<file path="config.mk">
export PLATFORM = sky130hd
export DESIGN_NAME = program_loader
export DESIGN_NICKNAME = d
export VERILOG_FILES = /design/src/rtl/program_loader.sv
export SDC_FILE = /design/constraint.sdc
export NUM_CORES = 1
export LEC_CHECK = 0
export CORE_ASPECT_RATIO = 1.4
export CORE_MARGIN = 4
export CORE_UTILIZATION = 38
export DETAILED_ROUTE_END_ITERATION = 7
export GPL_TIMING_DRIVEN = 0
export PLACE_DENSITY_LB_ADDON = 0.15
export SKIP_LAST_GASP = 1
export SLEW_MARGIN = 20
export SYNTH_ARGS = -nofsm -noshare
export SYNTH_HDL_FRONTEND = slang
export SYNTH_SLANG_ARGS = --single-unit
</file>
<file path="constraint.sdc">
create_clock -name clk -period 1.5 [get_ports clk]
set_input_delay 0.15 -clock clk [delete_from_list [all_inputs] [get_ports clk]]
set_output_delay 0.15 -clock clk [all_outputs]
set_load 0.02 [all_outputs]
</file>
<file path="src/rtl/program_loader.sv">
// ---------------------------------------------------------------------------
// program_loader
//   Clears program memory to a NOP image, then receives a length-prefixed
//   byte stream and writes it into program memory from address 0. The
//   downstream core is held in reset until the load finishes.
//
//   Optional feature macro: LOADER_CHECKSUM_EN
//     When defined, one extra byte after the payload is compared against
//     the running modulo-2**DATA_BITS sum of the payload bytes. A match
//     releases the core; a mismatch parks the loader in ERROR.
//
// Ports
//   clk         in   single clock, rising edge
//   reset       in   synchronous active-high reset
//   rx_data     in   incoming program byte
//   rx_valid    in   rx_data valid this cycle
//   rx_ready    out  loader accepts rx_data this cycle (state only)
//   mem_we      out  program-memory write strobe
//   mem_addr    out  write address
//   mem_wdata   out  write data
//   core_reset  out  active-high reset to the exec unit
//   load_done   out  program loaded, core released
//   load_error  out  load aborted, core held in reset
//
// State table
//   CLEAR  | write NOP image over the whole memory, address 0 upward
//   HEADER | accept length byte L (0 means full memory)
//   LOAD   | write each accepted byte at the address counter
//   CHECK  | accept checksum byte and compare (checksum build only)
//   DONE   | terminal, core released
//   ERROR  | terminal, checksum mismatch, core held in reset
// ---------------------------------------------------------------------------
module program_loader #(
    parameter int DATA_BITS = 8,
    parameter int ADDR_BITS = 8
) (
    input  logic                 clk,
    input  logic                 reset,
    input  logic [DATA_BITS-1:0] rx_data,
    input  logic                 rx_valid,
    output logic                 rx_ready,
    output logic                 mem_we,
    output logic [ADDR_BITS-1:0] mem_addr,
    output logic [DATA_BITS-1:0] mem_wdata,
    output logic                 core_reset,
    output logic                 load_done,
    output logic                 load_error
);

    typedef enum logic [2:0] {
        CLEAR  = 3'd0,
        HEADER = 3'd1,
        LOAD   = 3'd2,
        CHECK  = 3'd3,
        DONE   = 3'd4,
        ERROR  = 3'd5
    } state_t;

    // Even addresses hold {NOP opcode, 4'b0}; the NOP opcode is 4'h0.
    localparam logic [3:0]           NOP_OPCODE = 4'h0;
    localparam logic [DATA_BITS-1:0] NOP_WORD   = DATA_BITS'({NOP_OPCODE, 4'b0000});
    localparam logic [ADDR_BITS-1:0] ADDR_MAX   = '1;

    state_t               state_q, state_d;
    logic [ADDR_BITS-1:0] cnt_q, cnt_d;
    logic [ADDR_BITS-1:0] len_q, len_d;
    logic                 last_byte;

`ifdef LOADER_CHECKSUM_EN
    logic [DATA_BITS-1:0] sum_q, sum_d;
`endif

    // L=0 encodes the full memory: len_q-1 wraps to ADDR_MAX, so the same
    // compare terminates after 2**ADDR_BITS bytes.
    assign last_byte = (cnt_q == (len_q - ADDR_BITS'(1)));

    always_comb begin
        state_d    = state_q;
        cnt_d      = cnt_q;
        len_d      = len_q;
`ifdef LOADER_CHECKSUM_EN
        sum_d      = sum_q;
`endif
        mem_we     = 1'b0;
        mem_addr   = cnt_q;
        mem_wdata  = rx_data;
        rx_ready   = 1'b0;
        core_reset = 1'b1;
        load_done  = 1'b0;
        load_error = 1'b0;

        case (state_q)
            CLEAR: begin
                mem_we    = 1'b1;
                mem_wdata = cnt_q[0] ? '0 : NOP_WORD;
                cnt_d     = cnt_q + ADDR_BITS'(1);
                if (cnt_q == ADDR_MAX) begin
                    state_d = HEADER;
                    cnt_d   = '0;
                end
            end
            HEADER: begin
                rx_ready = 1'b1;
                if (rx_valid) begin
                    len_d   = ADDR_BITS'(rx_data);
                    cnt_d   = '0;
`ifdef LOADER_CHECKSUM_EN
                    sum_d   = '0;
`endif
                    state_d = LOAD;
                end
            end
            LOAD: begin
                rx_ready = 1'b1;
                if (rx_valid) begin
                    mem_we = 1'b1;
                    cnt_d  = cnt_q + ADDR_BITS'(1);
`ifdef LOADER_CHECKSUM_EN
                    sum_d  = sum_q + rx_data;
                    if (last_byte) state_d = CHECK;
`else
                    if (last_byte) state_d = DONE;
`endif
                end
            end
`ifdef LOADER_CHECKSUM_EN
            CHECK: begin
                rx_ready = 1'b1;
                if (rx_valid) begin
                    state_d = (rx_data == sum_q) ? DONE : ERROR;
                end
            end
            ERROR: begin
                load_error = 1'b1;
            end
`endif
            DONE: begin
                core_reset = 1'b0;
                load_done  = 1'b1;
            end
            default: begin
                state_d = CLEAR;
            end
        endcase

        // While reset is held the outputs show the quiescent reset values,
        // not the CLEAR-state write strobe.
        if (reset) begin
            mem_we     = 1'b0;
            rx_ready   = 1'b0;
            core_reset = 1'b1;
            load_done  = 1'b0;
            load_error = 1'b0;
        end
    end

    always_ff @(posedge clk) begin
        if (reset) begin
            state_q <= CLEAR;
            cnt_q   <= '0;
            len_q   <= '0;
`ifdef LOADER_CHECKSUM_EN
            sum_q   <= '0;
`endif
        end else begin
            state_q <= state_d;
            cnt_q   <= cnt_d;
            len_q   <= len_d;
`ifdef LOADER_CHECKSUM_EN
            sum_q   <= sum_d;
`endif
        end
    end

endmodule

</file>
Yosys cells after proc, flatten, opt, wreduce, memory -nomap -nowiden
Index checks and enable logic that the tools add are counted.
{"block": "word_totals", "reg_bits": 19, "output_inout_bits": 21, "word_cells": 40, "input_bits": 11}
{"block": "classes", "n_mux": 19, "eq_ne": 9, "n_addsub": 2, "reduce_logical": 6, "n_bitwise": 1}
{"cell": "2-to-1 mux 8 bit", "count": 4}
{"cell": "case mux 8 bit (3 select lines)", "count": 1}
{"cell": "2-to-1 mux 3 bit", "count": 4}
{"cell": "case mux 3 bit (4 select lines)", "count": 1}
{"cell": "adder 8 x 1 -> 8 bit (second input constant)", "count": 1}
{"cell": "equality test 8 bit", "count": 1}
{"cell": "equality test 8 bit (second input constant)", "count": 1}
{"cell": "2-to-1 mux 1 bit", "count": 8}
{"cell": "!= test 2 bit (second input constant)", "count": 4}
{"cell": "subtractor 8 x 1 -> 8 bit (second input constant)", "count": 1}
{"cell": "AND reduction 5 bit", "count": 1}
{"cell": "equality test 3 x 1 -> 1 bit (second input constant)", "count": 1}
{"cell": "equality test 3 x 2 -> 1 bit (second input constant)", "count": 1}
{"cell": "equality test 3 bit (second input constant)", "count": 1}
{"cell": "logical NOT 3 bit", "count": 1}
{"cell": "AND reduction 3 bit", "count": 1}
{"cell": "nonzero test 3 bit", "count": 1}
{"cell": "case mux 1 bit (2 select lines)", "count": 1}
{"cell": "AND reduction 2 bit", "count": 1}
{"cell": "OR reduction 2 bit", "count": 1}
{"cell": "NOT 1 bit", "count": 1}

Longest topological paths before layout
Gate-level depths: netlist of run 1.
{"block": "depth", "word_depth": 5, "mapped_depth": 7, "depth_no_buf": 7}

Least setup slack after synthesis of run 1
Ideal clock, no wire load.
{"block": "synth_timing", "path_kind": "register to output", "startpoint": "reg state_q[2]", "endpoint": "out mem_we", "stages_incl_launch_ff": 4, "t_arrival_ns": 1.753, "path_slack_ns": -0.403, "path_buffers": 2, "path_cell_list": "dfxtp_1 -> clkbuf_1 -> clkbuf_1 -> a2111oi_0"}
{"block": "synth_between", "elab_chain_cells": 3}
{"item": "from (decl)", "line_no": "64", "source": "state_t state_q, state_d;"}
{"item": "from (signal assigned)", "line_no": "166", "source": "state_q <= state_d;"}
{"item": "equality test 3 x 2 -> 1 bit / logical NOT 3 bit (equally long branches)", "line_no": "92", "source": "case (state_q)"}
{"item": "case mux 1 bit (2 select lines) *", "line_no": "92"}
{"item": "2-to-1 mux 1 bit *", "line_no": "148", "source": "if (reset) begin"}
{"item": "to (decl)", "line_no": "42", "source": "output logic mem_we,"}
Every way passes the cells marked *; elsewhere a longest branch is shown, timed or not.

Worst setup path in the final report of run 1
{"block": "layout_timing", "startpoint": "reg len_q[0]", "endpoint": "reg state_q[1]"}
{"block": "layout_between", "elab_chain_cells": 4}
{"item": "from (decl)", "line_no": "66", "source": "logic [ADDR_BITS-1:0] len_q, len_d;"}
{"item": "from (signal assigned)", "line_no": "168", "source": "len_q <= len_d;"}
{"item": "subtractor 8 x 1 -> 8 bit", "line_no": "75", "source": "assign last_byte = (cnt_q == (len_q - ADDR_BITS'(1)));"}
{"item": "equality test 8 bit", "line_no": "75"}
{"item": "!= test 2 bit (no source line)"}
{"item": "AND reduction 5 bit (no source line)"}
Every way passes these cells.
A chain may end at the register's enable or synchronous reset.

==> results of run 1 <==
-- layout by cell type (no fill, tap or decap), types with 2 or more instances in the layout --
master and n:
mux2i_1 9, buf_4 16, xnor2_1 13, nor4_2 2, nand3_1 3, dfxtp_4 5
nand2_2 2, dlygate4sd2_1 2, or4_4 2, xor2_1 2, dfxtp_1 8, clkbuf_8 4
nor2_1 19, inv_2 3, dfxtp_2 6, o31ai_1 2, dlymetal6s2s_1 4, clkdlybuf4s50_1 12
ha_4 2, nand4b_1 2, nor2_2 3, and2_1 2, nand2_1 5, nor2_4 2
nor3_4 2, xnor2_2 3, clkbuf_2 2, buf_12 2, nand4_1 2, nor3_1 2
buf_2 6, nor2b_1 8
-- flip-flops by register name (all words and copies together), names as in the netlist --
register	count
state_q	3
mem_addr	8
len_q	8
-- cell families (layout without fill, tap and decap cells) --
kind of cell | count (synthesis) | in the layout | share of synthesized area (%)
compound gates | 11 | 11 | 6.86
xor+xnor | 18 | 18 | 13.7
fa+ha+maj | 3 | 3 | 3.05
buf+inv | 10 | 55 | 3.81
flops | 19 | 19 | 33.1
mux | 9 | 9 | 7.84
other cells | 1 | 1 | 0.326
simple gates | 67 | 67 | 31.3
-- metal layers --
layer  up-vias  global-route usage [%]
li1        569                       -
met1       539                    22.0
met2        30                    31.4
met3         7                    2.66
met4         0                    8.31
met5         -                       0
-- cell type report --
class	instances	area [um2]	share of cell area [%]
clock inverters	1	5.00	0.267
flip-flops and latches	19	407	21.7
multi-input cells	109	940	50.1
well taps	37	46.3	2.47
clock buffers	3	41.3	2.20
plain buffers	5	47.5	2.54
inverters	4	15.0	0.801
repair buffers	42	373	19.9
-- what timing repair did --
| action | 4_1_cts | 5_1_grt |
|---|---|---|
| endpoints found under the hold margin | 0 | 0 |
| pin swaps | 20 | 9 |
| endpoints found under the setup margin | 32 | 35 |
| setup buffers | 9 | 3 |
| resized for setup | 84 | 28 |
-- where the power goes --
group | leakage (nW) | total [mW] | internal (mW) | switching (mW)
sequential | 0.160 | 0.518 | 0.506 | 0.0116
combinational | 0.576 | 0.130 | 0.0706 | 0.0594
clock | 0.0255 | 0.374 | 0.185 | 0.189
-- path summary, 6_finish.rpt --
path	start	to	slack, ns	cells past startpoint
min reg2reg	len_q[7]$_SDFFE_PP0P_	len_q[7]$_SDFFE_PP0P_	0.53	2
max reg2reg	len_q[0]$_SDFFE_PP0P_	state_q[1]$_SDFFE_PP0P_	-0.23	7
max	len_q[0]$_SDFFE_PP0P_	state_q[1]$_SDFFE_PP0P_	-0.23	7
min	rx_valid	state_q[0]$_SDFFE_PP0P_	0.32	4
-- worst min-delay path: stages --
cell,delay (ns)
dlymetal6s2s_1,0.13
inv_2,0.10
nand2_1,0.10
a2111oi_2,0.06
==> run summary, run 1 <==
Status = finished with violations
Failing checks = negative setup slack
Syn Nets = 151
Mapped Avg Cell Area = 8.32 um2
Post-route ant nets = 0
Total congestion overflow = 0
I/O pin total = 32
CTS Root Cell = clkbuf_8
CP bufs+invs = 1
Startpoint types = flip-flop
DR WL met2 = 1770 um
Antenna fix cells = 0
TritonCTS Buffers = 3
YS warnings = 0
GRT Util Overall = 18.4%
MaxCap Viol Count = 0
Most numerous cell in the Yosys netlist = nor2_1
Fin crit period = 1.73 ns
Design Area, Final = 1870 um2
Synthesis-to-layout area growth = 63.2%
Power per cell area = 545 nW/um2
First-pass GRT wire length = 5340 um
Die area = 3980 um2
Largest net degree at the start of global routing = 12
Final GP Congestion = 0.815
Dpl hpwl = 2210 um
Hold Crit Class = input port to flip-flop
Sequential area share after synthesis = 33.1%
Worst hold margin = 0.316 ns
Final Instance Count excl. Fillers = 220
Number of global-route vias before repair = 1,130
Utilization after layout = 65.1%
Initial antenna violation count = 0
Post-synth top area cell = dfxtp_1
Clock Pin Slew Worst Setup and Hold Paths = 0.07 ns
Worst-path fanout max = 3
Area of the core = 2880 um2
Placed Cells = 205
Worst-Skew Late Latency = 0.26 ns
Avg WL per Cell = 15.1 um
Post-route setup slack = -0.231 ns
Initial Util = 39.9%
Syn Std Cell Area = 1150 um2
Met3 wire len = 131 um
Design Power = 1.02 mW
Final setup viols = 2
Port Buffers = 30
Final Slew Violations = 0
Clock sinks = 19
Cell count after synthesis = 138
Leak = 0.762 nW
Crit-path leading delay family = simple AND/OR/NAND/NOR gates
Post-synth EDFFs = 0
Die Height = 73.1 um
Clock buffer depth = 2
Met1 WL = 1350 um
Crit path kind = flip-flop to flip-flop
DRT iter0 DRCs = 16
H-tree Lvls = 1
Maximum vdd drop = 0.000395 V
Setup tns final = -0.381 ns
WL final = 3320 um
Fin crit share = 115%
Cell breakdown of the critical path = inv_2 -> ha_4 -> xnor2_2 -> xnor2_1 -> nor4_2 -> nand4_1 -> o311a_1
Hold Buf Count CTS = 0
Synth top cells by count = 23 x nor2_1, 19 x dfxtp_1, 16 x xnor2_1
Cell row count = 23
DR pass1 iterations = 4
Dpl ws = -0.667 ns
Vias = 1,145
Area contributors post-synth = dfxtp_1 33%, xnor2_1 12%, mux2i_1 7.8%
Placed inst area = 1540 um2
Synth cell types = 37
Vias/cell = 5.20
Asr flop ratio synth = 0%
Skew final = 0.000993 ns
Chip width = 54.5 um
Final hold vios = 0
Slowest cell delay on critical path = 0.37 ns
Residual DRC = 0
CP max stage cell = o311a_1
Top FF cell, synth = dfxtp_1
CTS tree = done
Required time of the critical path = 1.66 ns
Fmax = 0.578 GHz
RSZ-0062 raised after global routing = true
Fill cell count = 242
Seq cells post-synth = 19
Layout net count = 197
Critical Path Sink Type = flip-flop
Endpoint arrival time on the critical path = 1.89 ns
Share of the synthesized area in the top cell type = 33.1%
Uppermost layer routed = met4
Fraction of final layout cells sized beyond drive strength 1 = 42.6%
Note: power is estimated with default switching activity, not from simulation.
==> run 2: changes to the inputs <==
Settings changed: SLEW_MARGIN 20 to 15.
Clock period 1.5 ns to 1.8 ns, I/O delays scaled along.
==> run summary, run 2 (same netlist as run 1, synthesis figures left out) <==
Most frequent cells in the layout = 23 x nor2_1, 18 x clkdlybuf4s50_1, 15 x xnor2_1
Fin crit period = 1.75 ns
FF+latch area = 394 um2
TritonCTS Buffers = 3
Final Slew Violations = 0
Die Height = 73.1 um
CTS tree = done
Leak = 0.627 nW
Dpl hpwl = 2190 um
RSZ-0062 raised after global routing = true
Antenna fix cells = 0
Avg WL per Cell = 13.3 um
WL final = 2780 um
Initial Util = 39.9%
Largest net degree at the start of global routing = 12
Footprint of the multi-input gates = 793 um2
First-pass GRT wire length = 4640 um
Number of global-route vias before repair = 1,044
Total congestion overflow = 0
Initial antenna violation count = 0
R2r worst-path depth = 5
Layout net count = 186
Design Power = 0.822 mW
Setup tns final = 0 ns
CTS Root Cell = clkbuf_8
Power per cell area = 502 nW/um2
Maximum vdd drop = 0.000263 V
Hold_sp = len_q[7]$_SDFFE_PP0P_
Die area = 3980 um2
Worst-Skew Late Latency = 0.26 ns
Hold path depth = 2
Vias/cell = 5.22
Worst Tran Pin Value = 0.523 ns
Vias = 1,092
Critical R2R Capture = state_q[1]$_SDFFE_PP0P_
Post-route ant nets = 0
Clock Pin Slew Worst Setup and Hold Paths = 0.08 ns
Worst R2R Start = len_q[1]$_SDFFE_PP0P_
Critical Path Sink Type = flip-flop
Final setup viols = 0
Hold Buf Count CTS = 0
Fraction of final layout cells sized beyond drive strength 1 = 15.7%
Clock sinks = 19
Reg2Reg Setup Slack = 0.05 ns
Fmax = 0.572 GHz
Skew final = 0.00601 ns
Cell row count = 23
Endpoint arrival time on the critical path = 1.90 ns
Startpoint types = flip-flop
Chip width = 54.5 um
Crit path kind = flip-flop to flip-flop
Most common cell after layout, fill and taps aside = nor2_1
Placed inst area = 1500 um2
H-tree Lvls = 1
GRT Util Overall = 15.7%
Fill cell count = 288
Final hold vios = 0
Required time of the critical path = 1.95 ns
Area of the core = 2880 um2
Hold worst-path end = len_q[7]$_SDFFE_PP0P_
MaxCap Viol Count = 0
Worst-path fanout max = 4
Status = completed
Residual DRC = 0
Max-slew headroom = 65.0%
Synthesis-to-layout area growth = 42.6%
CP startpoint = len_q[1]$_SDFFE_PP0P_
Clock buffer depth = 2
Final GP Congestion = 0.916
Port Buffers = 30
DRT iter0 DRCs = 18
I/O pin total = 32
Worst hold margin = 0.533 ns
Fin crit share = 97.2%
DR pass1 iterations = 4
Hold Crit Class = flip-flop to flip-flop
Design Area, Final = 1640 um2
[run 2: what timing repair did]
action | in CTS | in global routing
pin swaps | 1 | 8
endpoints found under the setup margin | 20 | 19
resized for setup | 21 | 17
buffers inserted | 1 | 0
[run 2: layer usage]
metal | part of all wire, % | vias to the layer above | GRT usage, %
li1 | - | 551 | -
met1 | 41 | 504 | 17.9
met2 | 51 | 28 | 26.9
met3 | 4.2 | 9 | 2.45
met4 | 3.6 | 0 | 8.31
met5 | 0 | - | 0
[run 2: worst max path at each step]
| stage | slack (ns) | endpoint |
|---|---|---|
| 2_1_floorplan | 0.06 | mem_addr[0]$_SDFFE_PP0P_ |
| 3_3_place_gp | -0.33 | mem_wdata[6] |
| 3_5_place_dp | -0.37 | mem_wdata[6] |
| 4_1_cts | -0.13 | mem_wdata[6] |
| 5_1_grt | -0.006 | mem_we |
| 6_report | 0.05 | state_q[1]$_SDFFE_PP0P_ |
[run 2: where the power goes]
| group | internal [mW] | switching, mW | leakage, nW |
|---|---|---|---|
| Combinational | 0.0482 | 0.0380 | 0.445 |
| Clock | 0.154 | 0.150 | 0.0255 |
| Sequential | 0.422 | 0.00931 | 0.157 |
| Total | 0.625 | 0.197 | 0.627 |
[run 2: worst max-delay path, stage by stage (launching register included)]
cell and delay [ns]:
dfxtp_4 0.36, or4_4 0.55, nor2_4 0.10, nand4b_1 0.10, and3_4 0.20, o311a_1 0.35
[run 2: per-stage QoR]
stage / std cells / setup WS (ns) / util [%]
after floorplan: 138 / 0.0609 / -
after global placement: 205 / -0.335 / 52.0
after detailed placement: 205 / -0.368 / 52.0
after CTS: 209 / -0.133 / 54.9
after global routing: 209 / -0.00566 / 56.9
final: 209 / 0.0507 / 56.9
[run 2: area by class of cell]
cell class | count | area share [%]
sequential | 19 | 24.1
clock inverter | 1 | 0.306
multi-input combinational | 109 | 48.4
inverter | 4 | 0.917
timing repair buffer | 31 | 19.1
buffer | 5 | 1.83
clock buffer | 3 | 2.52
tap | 37 | 2.83
